<file path="config.mk">
export PLATFORM = sky130hd
export DESIGN_NAME = flag_unit
export DESIGN_NICKNAME = d
export VERILOG_FILES = /design/src/rtl/flag_unit.sv
export SDC_FILE = /design/constraint.sdc
export NUM_CORES = 1
export LEC_CHECK = 0
export CAP_MARGIN = 10
export CORE_ASPECT_RATIO = 1.4
export CORE_MARGIN = 8
export CORE_UTILIZATION = 47
export DETAILED_ROUTE_END_ITERATION = 10
export PLACE_DENSITY = 0.82
export SYNTH_ARGS = -nofsm -noshare
export SYNTH_HDL_FRONTEND = slang
export SYNTH_SLANG_ARGS = --single-unit
</file>
<file path="constraint.sdc">
create_clock -name CLK -period 1.24 [get_ports CLK]
set_input_delay 0.248 -clock CLK [delete_from_list [all_inputs] [get_ports CLK]]
set_output_delay 0.248 -clock CLK [all_outputs]
set_load 0.02 [all_outputs]
</file>
<file path="src/rtl/flag_unit.sv">
`default_nettype none
// ============================================================================
// Module   : flag_unit
// Brief    : Captures ALU results, derives ZERO/NEG/CARRY/OVF, and commits
//            them under a per-flag write mask into the architectural flag
//            register. Also keeps a sticky overflow bit and a commit strobe.
// Revision : 1.0 - initial release
// ============================================================================
module flag_unit #(
    parameter int DATA_WIDTH   = 16,
    parameter int FLAGS_LENGTH = 4
) (
    input  logic                    CLK,
    input  logic                    RST_N,
    input  logic                    STALL,
    input  logic                    ALU_VALID,
    input  logic [DATA_WIDTH-1:0]   ALU_RESULT,
    input  logic                    ALU_COUT,
    input  logic                    OPA_MSB,
    input  logic                    OPB_MSB,
    input  logic [FLAGS_LENGTH-1:0] FLAG_WE,
    input  logic                    CLR_STICKY,
    output logic [FLAGS_LENGTH-1:0] ALU_FLAGS,
    output logic                    STICKY_OVF,
    output logic                    FLAGS_VALID
);

    // Fixed flag bit map
    localparam int c_ZERO_BIT  = 0;
    localparam int c_NEG_BIT   = 1;
    localparam int c_CARRY_BIT = 2;
    localparam int c_OVF_BIT   = 3;

    // S1 capture registers
    logic                    r_s1_valid;
    logic [DATA_WIDTH-1:0]   r_s1_result;
    logic                    r_s1_cout;
    logic                    r_s1_opa_msb;
    logic                    r_s1_opb_msb;
    logic [FLAGS_LENGTH-1:0] r_s1_we;

    // S2 combinational results
    logic [FLAGS_LENGTH-1:0] w_new_flags;
    logic                    w_commit;
    logic                    w_sticky_set;

    // S1 valid bit: advances whenever the pipe is not frozen
    always_ff @(posedge CLK or negedge RST_N) begin
        if (!RST_N) begin
            r_s1_valid <= 1'b0;
        end else if (!STALL) begin
            r_s1_valid <= ALU_VALID;
        end
    end

    // S1 payload: only loaded for a valid, unstalled ALU result
    always_ff @(posedge CLK or negedge RST_N) begin
        if (!RST_N) begin
            r_s1_result  <= '0;
            r_s1_cout    <= 1'b0;
            r_s1_opa_msb <= 1'b0;
            r_s1_opb_msb <= 1'b0;
            r_s1_we      <= '0;
        end else if (!STALL && ALU_VALID) begin
            r_s1_result  <= ALU_RESULT;
            r_s1_cout    <= ALU_COUT;
            r_s1_opa_msb <= OPA_MSB;
            r_s1_opb_msb <= OPB_MSB;
            r_s1_we      <= FLAG_WE;
        end
    end

    // Flag derivation from the captured result; signed overflow means both
    // operands share a sign that the result does not
    always_comb begin
        w_new_flags              = '0;
        w_new_flags[c_ZERO_BIT]  = (r_s1_result == '0);
        w_new_flags[c_NEG_BIT]   = r_s1_result[DATA_WIDTH-1];
        w_new_flags[c_CARRY_BIT] = r_s1_cout;
        w_new_flags[c_OVF_BIT]   = (r_s1_opa_msb == r_s1_opb_msb) &&
                                   (r_s1_result[DATA_WIDTH-1] != r_s1_opa_msb);
        w_commit                 = r_s1_valid && !STALL;
        w_sticky_set             = w_commit && r_s1_we[c_OVF_BIT] &&
                                   w_new_flags[c_OVF_BIT];
    end

    // Architectural flags: masked merge on commit, hold otherwise
    always_ff @(posedge CLK or negedge RST_N) begin
        if (!RST_N) begin
            ALU_FLAGS <= '0;
        end else if (w_commit) begin
            ALU_FLAGS <= (ALU_FLAGS & ~r_s1_we) | (w_new_flags & r_s1_we);
        end
    end

    // Commit strobe: follows S1 valid, frozen (not cleared) during a stall
    always_ff @(posedge CLK or negedge RST_N) begin
        if (!RST_N) begin
            FLAGS_VALID <= 1'b0;
        end else if (!STALL) begin
            FLAGS_VALID <= r_s1_valid;
        end
    end

    // Sticky overflow: a committed overflow beats a same-cycle clear
    always_ff @(posedge CLK or negedge RST_N) begin
        if (!RST_N) begin
            STICKY_OVF <= 1'b0;
        end else if (w_sticky_set) begin
            STICKY_OVF <= 1'b1;
        end else if (CLR_STICKY) begin
            STICKY_OVF <= 1'b0;
        end
    end

endmodule
`default_nettype wire

</file>
==> results_dict.tcl <==
set metrics [dict create \
    run_status "complete, no violations" \
    drt_iter0_drc 8 \
    cp.arrival_ns 1.45 \
    finalPower_mw 2.49 \
    yosysTopAreaCell "dfrtp_1" \
    period_share_pct 98.9 \
    cpMaxStageDelayCell "clkdlybuf4s50_1" \
    first_global_vias 893 \
    fin_skew_ns 0.0105 \
    syn_nets 107 \
    wire_per_inst_um 16.3 \
    clkPwrFrac_pct 29.0 \
    path_class "input port to flip-flop" \
    coreArea_sq_mm 0.00262 \
    async_flop_share_pct 100 \
    synthTopCellsByCount "dfrtp_1, mux2_4, mux2_2" \
    grt_use_met1_pct 13.9 \
    path_buf_inv 2 \
    pwr-share-seq_pct 49.3 \
    rsz0062_at_grt "no" \
    powerDensity_mw_per_mm2 1400 \
    p_int_mw 1.87 \
    fin_util_pct 67.9 \
    numCtsBuffers 5 \
    ys_seq_elements 30 \
    viasPerCell 4.88 \
    p_leak_nw 0.826 \
    worstMarginPinSlew_ns 0.318 \
    grt_pass1_wl_mm 4.23 \
    path_max_fanout 12 \
    slew_headroom_pct 78.6 \
    clock-sinks 30 \
    ant_nets 0 \
    clockBufferDepth 2 \
    crit_family "buffers and inverters" \
    placed_cell_area_sq_mm 0.00168 \
    nNetsFinal 151 \
    grt_use_total_pct 12.1 \
    rows 22 \
    cts_setup_buffers 0 \
    synth.distinct_cells 16 \
    place_ws_ns -0.348 \
    hpwl_mm 1.79 \
    syn_inst 79 \
    die_y_um 77.9 \
    io_pins 34 \
    num_vias 780 \
    crit_chain "clkdlybuf4s50_1 -> nor2b_4 -> clkbuf_16 -> mux2_4" \
    grt_use_met2_pct 18.2 \
    drive_gt1_share_pct 39.5 \
    maxCapViolations 0 \
    post-route-drc-count 0 \
    sw_frac_of_total_pct 25.2 \
    initial_core_util_pct 49.2 \
    fin_area_sq_mm 0.00178 \
    drtPass1Iterations 2 \
    grt_overflow_total 0 \
    yosysMostFrequentCell "dfrtp_1" \
    ys_top_cells_by_area "dfrtp_1, mux2_4, mux2_2" \
    grt_max_degree 31 \
    grt_busiest_layer "met2" \
    irDropWorstVdd_mv 0.869 \
    die_area_sq_mm 0.00469 \
    fmax_mhz 816 \
    fp.dieW_um 60.2 \
    cts_root_buffer "clkbuf_4" \
    required_ns 1.46 \
    port-buffer-count 33 \
    htreeDepth 2 \
    yosysWarningCount 0 \
    timing.hold.ws_ns 0.264 \
    syn2layout_area_growth_pct 38.0 \
    clkTransAtPathRegs_ns 0.10 \
    slew_violations 0 \
    routabilityCongestion 0.701 \
    clk_latency_ns 0.33 \
    num_antenna_cells 0 \
    startpoint_type "input port" \
    fin_crit_ns 1.23 \
    synth_edf_count 0 \
    pwr-share-comb_pct 21.7 \
    antenna_found_initial 0 \
    synth-seq-area-share_pct 58.4 \
    max_stage_delay_ns 0.46 \
    timing.final.ws_setup_ns 0.0140 \
    netlist.area_leader.share_pct 58.4 \
    hold_path.class "input port to async pin" \
    cts_tree "built" \
    wl_mm 2.60 \
    p_sw_mw 0.627 \
    netlist_area_sq_mm 0.00129 \
    end_kind "flip-flop" \
    setup_viol 0 \
    hold_viol 0 \
    cts_hold_buf 0 \
    postSynthAreaPerCell_sq_um 16.3 \
    synth_flop_cell "dfrtp_1" \
    grtUsageMet3_pct 3.47 \
]
## metrics by stage
stage	std cells	TNS, ns
2_1_floorplan	79	0
3_3_place_gp	151	-8.12
3_5_place_dp	151	-8.86
4_1_cts	159	0
5_1_grt	160	0
6_report	160	0
## cells in the final DEF (no fill, tap or decap)
master           synthesis  routed
clkbuf_4                 0       5
clkdlybuf4s15_2          0       1
o22ai_1                  1       1
nand2_1                  5       5
a21o_1                   2       2
nor4_1                   4       4
clkbuf_8                 0       3
clkdlybuf4s50_1          0      26
clkbuf_16                0       1
buf_4                    0       4
mux2_4                  19      19
dlymetal6s2s_1           0       1
nand2b_1                 1       1
inv_1                    2       2
mux2_2                   7       7
mux2i_1                  1       1
buf_2                    0       5
nor2b_4                  0       2
a32o_1                   1       1
dfrtp_1                 30      30
nand4_1                  1       1
buf_12                   2       2
## final cells by class
cell class | count | area (sq um)
clock buffer | 8 | 78.8
fill | 189 | 840
inverter | 2 | 7.51
multi-input combinational | 44 | 489
sequential | 30 | 751
tap | 36 | 45.0
timing repair buffer | 40 | 404
## path summary, 6_finish.rpt
| path | to | slack [ns] | depth (start not counted) | startpoint |
|---|---|---|---|---|
| worst max-delay path | r_s1_result[13]$_DFFE_PN0P_ | 0.01 | 4 | STALL |
| worst min-delay path | r_s1_result[1]$_DFFE_PN0P_ | 0.26 | 2 | RST_N |
| worst max register to register | flip-flop | 0.16 | 3 | r_s1_result[1]$_DFFE_PN0P_ |
| worst min register to register | r_s1_valid$_DFFE_PN0N_ | 0.49 | 1 | r_s1_valid$_DFFE_PN0N_ |
| max in group asynchronous | r_s1_result[7]$_DFFE_PN0P_ | 0.81 | 2 | RST_N |
| min in group CLK | r_s1_valid$_DFFE_PN0N_ | 0.49 | 1 | r_s1_valid$_DFFE_PN0N_ |
## power groups by stage
stage	Sequential [mW]	Combinational (mW)	Clock (mW)
final	1.23	0.542	0.722
after global routing	1.25	0.581	0.775
after CTS	1.23	0.557	0.740
after detailed placement	1.25	0.568	0
after global placement	1.24	0.551	0
after floorplan	1.29	0.267	0
## cells by family after synthesis
kind of cell / Yosys count / share of synthesized area [%]
flip-flops: 30 / 58.4
multiplexers: 27 / 29.1
AND/OR/NAND/NOR: 13 / 5.55
buffers and inverters: 5 / 4.57
AO/OA/AOI/OAI: 4 / 2.43
## worst reg2reg max path: cells and delay by family (launching register included)
family	cells	cell delay, ns
and+or+nand+nor	2	0.48
DFF	1	0.40
muxes	1	0.14
## layer usage
layer  up-vias  wire, um
met1       378      1120
met2        26      1270
met5         -         0
met3         7       141
li1        369         -
met4         0        74
## what timing repair did
action / CTS / global route
setup endpoints to repair: 6 / 10
gates resized for setup: 19 / 7
pin swaps: 0 / 0
cloned: 0 / 1
(Power assumes the default switching activity.)
